[src/rtl/seq_pkg.sv]
// Shared types and constants for the letter sequencer and its prescaler.
// The GAP state only exists when SEQ_GAP_EN is defined.
package seq_pkg;

    typedef enum logic [1:0] {
        ST_IDLE  = 2'd0,
        ST_SHOW  = 2'd1,
        ST_PAUSE = 2'd2
`ifdef SEQ_GAP_EN
        ,
        ST_GAP   = 2'd3
`endif
    } seq_state_t;

    localparam logic [3:0] BLANK_DIGIT     = 4'hF;
    localparam int         DEFAULT_MSG_LEN = 7;
    localparam int         IDX_W           = 4;

endpackage

[src/rtl/tick_gen.sv]
// Free-running prescaler: pulses tick for one cycle every TICK_DIV cycles of run.
// The count holds whenever run is low, so a paused sequence resumes mid-period.
module tick_gen #(
    parameter int TICK_DIV = 10_000_000
) (
    input  logic clk,
    input  logic rst,
    input  logic run,
    output logic tick
);

    localparam int             CNT_W    = (TICK_DIV > 2) ? $clog2(TICK_DIV) : 1;
    localparam logic [CNT_W-1:0] CNT_LAST = CNT_W'(TICK_DIV - 1);

    logic [CNT_W-1:0] r_cnt;
    logic             w_at_last;

    assign w_at_last = (r_cnt == CNT_LAST);
    assign tick      = run & w_at_last;

    // NOTE: sequential state uses non-blocking assignments so every register
    // samples the pre-edge values of the others.
    always_ff @(posedge clk) begin
        if (rst) begin
            r_cnt <= '0;
        end else if (run) begin
            r_cnt <= w_at_last ? '0 : r_cnt + CNT_W'(1);
        end
    end

endmodule

[src/rtl/letter_sequencer.sv]
// Steps a letter index 0..MSG_LEN-1 onto digit, automatically or by manual step pulses.
// Define SEQ_GAP_EN to insert GAP_STEPS blank steps between message repetitions.
module letter_sequencer
    import seq_pkg::*;
#(
    parameter int TICK_DIV  = 10_000_000,
    parameter int MSG_LEN   = DEFAULT_MSG_LEN,
    parameter int GAP_STEPS = 2
) (
    input  logic       clk,
    input  logic       rst,
    input  logic       en,
    input  logic       mode,
    input  logic       step,
    output logic [3:0] digit,
    output logic       msg_done,
    output logic       running
);

    localparam logic [IDX_W-1:0] IDX_LAST = IDX_W'(MSG_LEN - 1);

    // Elaboration-time guards on the legal parameter ranges.
    if (TICK_DIV < 2) begin : g_bad_tick_div
        $error("letter_sequencer: TICK_DIV must be >= 2");
    end
    if (MSG_LEN < 1 || MSG_LEN > 15) begin : g_bad_msg_len
        $error("letter_sequencer: MSG_LEN must be in 1..15");
    end
    if (GAP_STEPS < 1) begin : g_bad_gap_steps
        $error("letter_sequencer: GAP_STEPS must be >= 1");
    end

    seq_state_t       r_state;
    seq_state_t       w_next_state;
    logic [IDX_W-1:0] r_idx;
    logic [IDX_W-1:0] w_next_idx;
    logic [3:0]       r_digit;
    logic [3:0]       w_next_digit;
    logic             w_tick;
    logic             w_run;
    logic             w_adv;
    logic             w_active;

`ifdef SEQ_GAP_EN
    localparam int             GAP_W    = (GAP_STEPS > 1) ? $clog2(GAP_STEPS + 1) : 1;
    localparam logic [GAP_W-1:0] GAP_LAST = GAP_W'(GAP_STEPS - 1);

    logic [GAP_W-1:0] r_gap_cnt;
    logic [GAP_W-1:0] w_next_gap_cnt;
    logic             r_resume_gap;
    logic             w_next_resume_gap;

    assign w_active = (r_state == ST_SHOW) || (r_state == ST_GAP);
`else
    assign w_active = (r_state == ST_SHOW);
`endif

    assign w_run = w_active & ~mode & en;
    assign w_adv = (mode ? step : w_tick) & en;

    tick_gen #(
        .TICK_DIV (TICK_DIV)
    ) u_tick_gen (
        .clk  (clk),
        .rst  (rst),
        .run  (w_run),
        .tick (w_tick)
    );

    always_ff @(posedge clk) begin
        if (rst) begin
            r_state      <= ST_IDLE;
            r_idx        <= '0;
            r_digit      <= BLANK_DIGIT;
`ifdef SEQ_GAP_EN
            r_gap_cnt    <= '0;
            r_resume_gap <= 1'b0;
`endif
        end else begin
            r_state      <= w_next_state;
            r_idx        <= w_next_idx;
            r_digit      <= w_next_digit;
`ifdef SEQ_GAP_EN
            r_gap_cnt    <= w_next_gap_cnt;
            r_resume_gap <= w_next_resume_gap;
`endif
        end
    end

    // NOTE: every signal assigned below gets a hold default first, so no path
    // through the case leaves it unassigned and no latch is inferred.
    always_comb begin
        w_next_state      = r_state;
        w_next_idx        = r_idx;
        w_next_digit      = r_digit;
`ifdef SEQ_GAP_EN
        w_next_gap_cnt    = r_gap_cnt;
        w_next_resume_gap = r_resume_gap;
`endif
        case (r_state)
            ST_IDLE: begin
                if (en) begin
                    w_next_state = ST_SHOW;
                    w_next_idx   = '0;
                    w_next_digit = 4'd0;
                end
            end
            ST_SHOW: begin
                if (!en) begin
                    w_next_state      = ST_PAUSE;
`ifdef SEQ_GAP_EN
                    w_next_resume_gap = 1'b0;
`endif
                end else if (w_adv) begin
                    if (r_idx == IDX_LAST) begin
                        w_next_idx = '0;
`ifdef SEQ_GAP_EN
                        w_next_state   = ST_GAP;
                        w_next_gap_cnt = '0;
                        w_next_digit   = BLANK_DIGIT;
`else
                        w_next_digit   = 4'd0;
`endif
                    end else begin
                        w_next_idx   = r_idx + IDX_W'(1);
                        w_next_digit = r_idx + IDX_W'(1);
                    end
                end
            end
`ifdef SEQ_GAP_EN
            ST_GAP: begin
                if (!en) begin
                    w_next_state      = ST_PAUSE;
                    w_next_resume_gap = 1'b1;
                end else if (w_adv) begin
                    if (r_gap_cnt == GAP_LAST) begin
                        w_next_state   = ST_SHOW;
                        w_next_gap_cnt = '0;
                        w_next_digit   = 4'd0;
                    end else begin
                        w_next_gap_cnt = r_gap_cnt + GAP_W'(1);
                    end
                end
            end
`endif
            ST_PAUSE: begin
                // Everything but the state holds, so resuming is exact.
                if (en) begin
`ifdef SEQ_GAP_EN
                    w_next_state = r_resume_gap ? ST_GAP : ST_SHOW;
`else
                    w_next_state = ST_SHOW;
`endif
                end
            end
            default: begin
                w_next_state = ST_IDLE;
            end
        endcase
    end

    always_comb begin
        digit    = r_digit;
        running  = w_active;
        msg_done = (r_state == ST_SHOW) && w_adv && (r_idx == IDX_LAST);
    end

endmodule

[config.mk]
export PLATFORM = sky130hd
export DESIGN_NAME = letter_sequencer
export DESIGN_NICKNAME = d
export VERILOG_FILES = /design/src/rtl/seq_pkg.sv /design/src/rtl/tick_gen.sv /design/src/rtl/letter_sequencer.sv
export SDC_FILE = /design/constraint.sdc
export NUM_CORES = 1
export LEC_CHECK = 0
export BUFFER_PORTS_ARGS = -buffer_cell sky130_fd_sc_hd__buf_2
export CAP_MARGIN = 10
export CELL_PAD_IN_SITES_DETAIL_PLACEMENT = 1
export CELL_PAD_IN_SITES_GLOBAL_PLACEMENT = 1
export CORE_ASPECT_RATIO = 0.75
export CORE_MARGIN = 2
export CORE_UTILIZATION = 45
export DETAILED_ROUTE_END_ITERATION = 12
export PLACE_DENSITY_LB_ADDON = 0.1
export SLEW_MARGIN = 20
export SYNTH_ARGS = -nofsm -noshare
export SYNTH_HDL_FRONTEND = slang
export SYNTH_SLANG_ARGS = --single-unit
[constraint.sdc]
create_clock -name clk -period 2 [get_ports clk]
set_clock_uncertainty 0.05 [all_clocks]
set_input_delay 0.6 -clock clk [delete_from_list [all_inputs] [get_ports clk]]
set_output_delay 0.6 -clock clk [all_outputs]
set_load 0.02 [all_outputs]
# == Word-level counts from Yosys, hierarchy flattened ==
# Index checks and enable logic that the tools add are counted.
# totals
register_bits,34
out_inout_bits,6
inputBits,5
# op_classes
eq_ne,9
n_reduce_logical,7
mux,10
n_addsub,2
bitwise_logic,5
# ops
cell,count
24-bit by 1-bit adder with 24-bit output (second input constant),1
24-bit == test (second input constant),1
24-bit two-way mux,1
4-bit two-way mux,4
2-bit != test (second input constant),4
4-bit case mux with 2 select lines,1
4-bit by 1-bit adder with 4-bit output (second input constant),1
1-bit AND,4
4-bit by 3-bit == test with 1-bit output (second input constant),1
2-bit two-way mux,2
2-bit case mux with 2 select lines,1
4-bit AND reduction,1
2-bit by 1-bit == test with 1-bit output (second input constant),1
2-bit == test (second input constant),1
1-bit logical AND,2
2-bit logical NOT,1
2-bit by 1-bit != test with 1-bit output (second input constant),1
2-bit AND reduction,1
2-bit nonzero test,1
2-bit OR reduction,1
1-bit two-way mux,1
1-bit inverter,1

# == Logic depth before layout (Yosys ltp) ==
# depth
word_depth,9
depth_mapped,7

# == Modules after synthesis ==
# Synthesis repeated with hierarchy kept, for this count alone.
# unflattened
cells_unflattened,194
area_unflattened_um2,1711.6
# by_module_without_submodules
module,seq_area_each_um2,area_each_um2,n_inst,cells_per_inst
tick_gen,480.5,1181.1,1,133
letter_sequencer,200.2,530.5,1,61

# == Worst setup path after synthesis ==
# Ideal clock, no wire load.
# synth_timing
path_type,input port to output port
startpoint,input mode
endpoint,output msg_done
stages,5
slack_ps,-370
t_required_ps,1350
n_path_buf,1
arrival_time_ps,1720
cell_sequence,and4bb_1 -> buf_4 -> and4_4 -> a21boi_2 -> nor3_1
# synth_between
elab_chain_cells,8
# synth_lines
element,line,rtl
from (decl),letter_sequencer.sv:13,"input logic mode,"
1-bit inverter,letter_sequencer.sv:58,assign w_run = w_active & ~mode & en;
1-bit AND (2 in a row),letter_sequencer.sv:58,
1-bit AND,tick_gen.sv:19,assign tick = run & w_at_last;
1-bit two-way mux *,letter_sequencer.sv:59,assign w_adv = (mode ? step : w_tick) & en;
1-bit AND *,letter_sequencer.sv:59,
1-bit logical AND * (2 in a row),letter_sequencer.sv:165,msg_done = (r_state == ST_SHOW) && w_adv && (r_idx == IDX_LAST);
to (decl),letter_sequencer.sv:16,"output logic msg_done,"
# Mark *: on every way between the ends. The rest lies on a longest branch, timed or not.

# == Final worst setup path ==
# layout_timing
startpoint,register r_idx[0]
endpoint,output msg_done
# layout_between
elab_chain_cells,2
# layout_lines
element,line,rtl
from (decl),letter_sequencer.sv:35,logic [IDX_W-1:0] r_idx;
from (signal assigned),letter_sequencer.sv:81,r_idx <= w_next_idx;
4-bit by 3-bit == test with 1-bit output,letter_sequencer.sv:165,
1-bit logical AND,letter_sequencer.sv:165,
# Every way passes these cells.

==> impl_results.md <==
- Status: finished, violations left
- Failing checks: setup timing
- Initial detailed-routing violation count: 66
- CTS tree: done
- GP Congestion: roughly 0.8
- Detailed-route vias per instance: 5.81
- Top cells by area, synth: dfxtp_1, xor2_1, nor2_1, nand4_1, nand2_1
- Grt total ovfl: 0
- Hold path cells: 2
- Port bufs: 10
- DR vias: 1569
- Setup ws final: -0.234 ns
- WP data required: around 1.4 ns
- Hold buffers post-CTS: 0
- GRT Overall Usage: ~28%
- Setup violations, final: 1
- Vias in the first global route: roughly 1600
- Initial antenna violation count: 0
- Leakage dissipation: about 0.85 nW
- Final design utilization: between 60 and 70%
- # Max-Cap Violations: 0
- Clk_lat worst skew: about 0.29 ns
- Multiplexer area fraction after synthesis: 0%
- Final HPWL DP: 3340 um
- M1 wire length: between 2000 and 2500 um
- Relative slew slack: 69.3%
- Synth cell types: 37
- Clock Tree Root: clkbuf_8
- Max Transition Viols Final: 0
- Tmin final: roughly 2.2 ns
- Cell count after synthesis: 183
- Path type of the worst min-delay path: reg -> reg
- Clock tree buffer depth: 2
- Area leader, netlist: dfxtp_1
- Die Y-Extent: about 56 um
- CP startpoint kind: flip-flop
- CP Launch Point: r_idx[0]
- Max layer used: met4
- Remaining DRCs: 0
- Routed len/inst: about 20 um
- Antenna cells: 0
- Non-filler cells, final: 270
- I/O Pins: 11
- Core footprint: roughly 3400 um^2
- Largest net degree at the start of global routing: 24
- RR Endpoint: r_idx[3]
- Die W: 73.3 um
- WHS: 0.447 ns
- Num CTS Buffers: 5
- Metal3 WL: between 150 and 200 um
- Post-layout instance area: between 2000 and 2500 um^2
- Total power: around 1.3 mW
- FFs w/ async S/R, synth: 0%
- VDD IR max: 397 uV
- RSZ-0062 raised after global routing: yes
- Hold EP: digit[2]
- Crit-path max cell delay: around 0.36 ns
- Post-DRT Antenna Nets: 0
- First-pass GRT wire length: between 8000 and 9000 um
- DP Area: slightly below 2000 um^2
- Final hold vios: 0
- Setup crit end kind: primary output
- Fin nets: approximately 240
- Std-Cell Rows: 18
- Synthesized net count: approximately 190
- DRT Pass-1 Iters: 4
- Pwr/cell area: between 600 and 700 nW/um^2
- Area growth syn-to-layout: 32.5%
- H-tree depth: 2
- Clock-pin slew on the worst setup and hold paths: roughly 0.080 ns
- Actual slew at the worst max-slew pin: about 0.46 ns
- Yosys Warn Count: 0
- Final wirelength: roughly 5400 um
- Synth Flop Type: dfxtp_1
- Largest family of logic cells by synthesized area: simple AND/OR/NAND/NOR gates
- Yosys reg bits: 34
- Sequential area share after synthesis: between 40% and 50%
- Hold path startpoint: digit[2]
- Fmax achieved: 448 MHz
- Die Area: a little over 4000 um^2
- Synth Area in Compound Gates: about 6.5%
- CP max-delay cell: dfxtp_1
- CP arrival: roughly 1.6 ns
- Worst r2r path cells: 6
- R2R setup slack: 0.06 ns
- EDFF count, synth: 0
- Max FO, Critical Path: 5
- Synth Area in Adders: about 2.3%
- Effective utilization at floorplan: ~48%
- Yosys top cell area share: around 42%
- Crit Path Class: reg -> out
- Tcrit/Tclk final: 112%
- Layout cells sized above 1: between 20% and 30%
- Dpl cells: approximately 260
- Metal2 WL: about 2700 um
- Synth Area per Inst: 8.85 um^2
- Clock sink total: 34
- Synth Cell Area: between 1500 and 2000 um^2
- XOR/XNOR Fraction of Synth Area: approximately 14%
- Worst path cell trace: inv_1 -> ha_1 -> nand3b_1 -> nor3_4 -> buf_6
- Reg-to-Reg Start: r_idx[0]
- Synth Area in Simple Gates: between 30% and 40%
-- worst max-delay path: cells and delay by family, from the launching register on --
kind          cells  cell delay, ns
flops             1            0.36
fa+ha+maj         1            0.16
simple gates      2            0.54
buf+inv           2            0.23
-- metal layers --
metal,GRT usage (%),vias up
met3,6.52,16
met4,12.2,0
met1,34.2,776
li1,-,747
met5,0,-
met2,46.8,30
-- cells by family after synthesis --
kind of cell,Yosys count
AOI/OAI and AO/OA,15
xor gates and xnor gates,26
adders and majority gates,3
buffers and inverters,9
DFF,34
and+or+nand+nor,96
-- placed cells by master (no fill, tap or decap), types with 3 or more instances in the layout --
| cell type | instances |
|---|---|
| dfxtp_1 | 29 |
| inv_1 | 4 |
| o21ai_1 | 3 |
| a21oi_1 | 3 |
| and3_1 | 5 |
| nor2_1 | 26 |
| nand3b_1 | 3 |
| buf_4 | 32 |
| xor2_1 | 20 |
| xnor2_1 | 6 |
| buf_2 | 9 |
| dfxtp_2 | 4 |
| nand3_1 | 11 |
| clkbuf_8 | 6 |
| or3_1 | 3 |
| nand2_1 | 16 |
| nand4_1 | 12 |
-- final cells by class --
class                           count  area, um^2
Clock buffer                        6        82.6
Clock inverter                      2        12.5
Fill cell                         402        1210
Inverter                            5        18.8
Multi-Input combinational cell    140         977
Sequential cell                    34         689
Tap cell                           40        50.0
Timing Repair Buffer               43         317
-- synthesized netlist by cell type, types with 4 or more instances --
library cell / instances
nor3_1: 4
dfxtp_1: 34
xor2_1: 20
nand2_1: 16
nand3_1: 11
inv_1: 4
and3_1: 6
nor2_1: 26
nand4_1: 12
xnor2_1: 6
-- stage by stage --
stage | setup WS (ns) | setup TNS [ns]
finish | -0.234 | -0.234
global route | -0.282 | -0.313
CTS | -0.238 | -0.238
detailed placement | -0.243 | -1.81
global placement | -0.208 | -0.671
floorplan | -0.134 | -0.134
-- what timing repair did --
action,CTS,global route
setup endpoints to repair,4,4
pin swaps,6,1
setup buffers,3,0
gates cloned,0,0
gates resized for setup,14,5
-- worst max-delay path by stage --
stage | endpoint | slack [ns] | depth (start not counted)
2_1_floorplan | msg_done | -0.13 | 5
3_3_place_gp | msg_done | -0.21 | 6
3_5_place_dp | msg_done | -0.24 | 6
4_1_cts | msg_done | -0.24 | 5
5_1_grt | msg_done | -0.28 | 5
6_report | msg_done | -0.23 | 5
-- registers in the layout (all words and copies together) (netlist names) --
| signal | cells |
|---|---|
| u_tick_gen.r_cnt | 24 |
| digit | 4 |
| r_idx | 4 |
| r_state | 2 |
-- where the power goes --
part           switching (mW)  internal, mW
clock network           0.279         0.277
logic                  0.0597        0.0396
registers             0.00638         0.685
No activity file was read; power rests on OpenSTA's default activity.
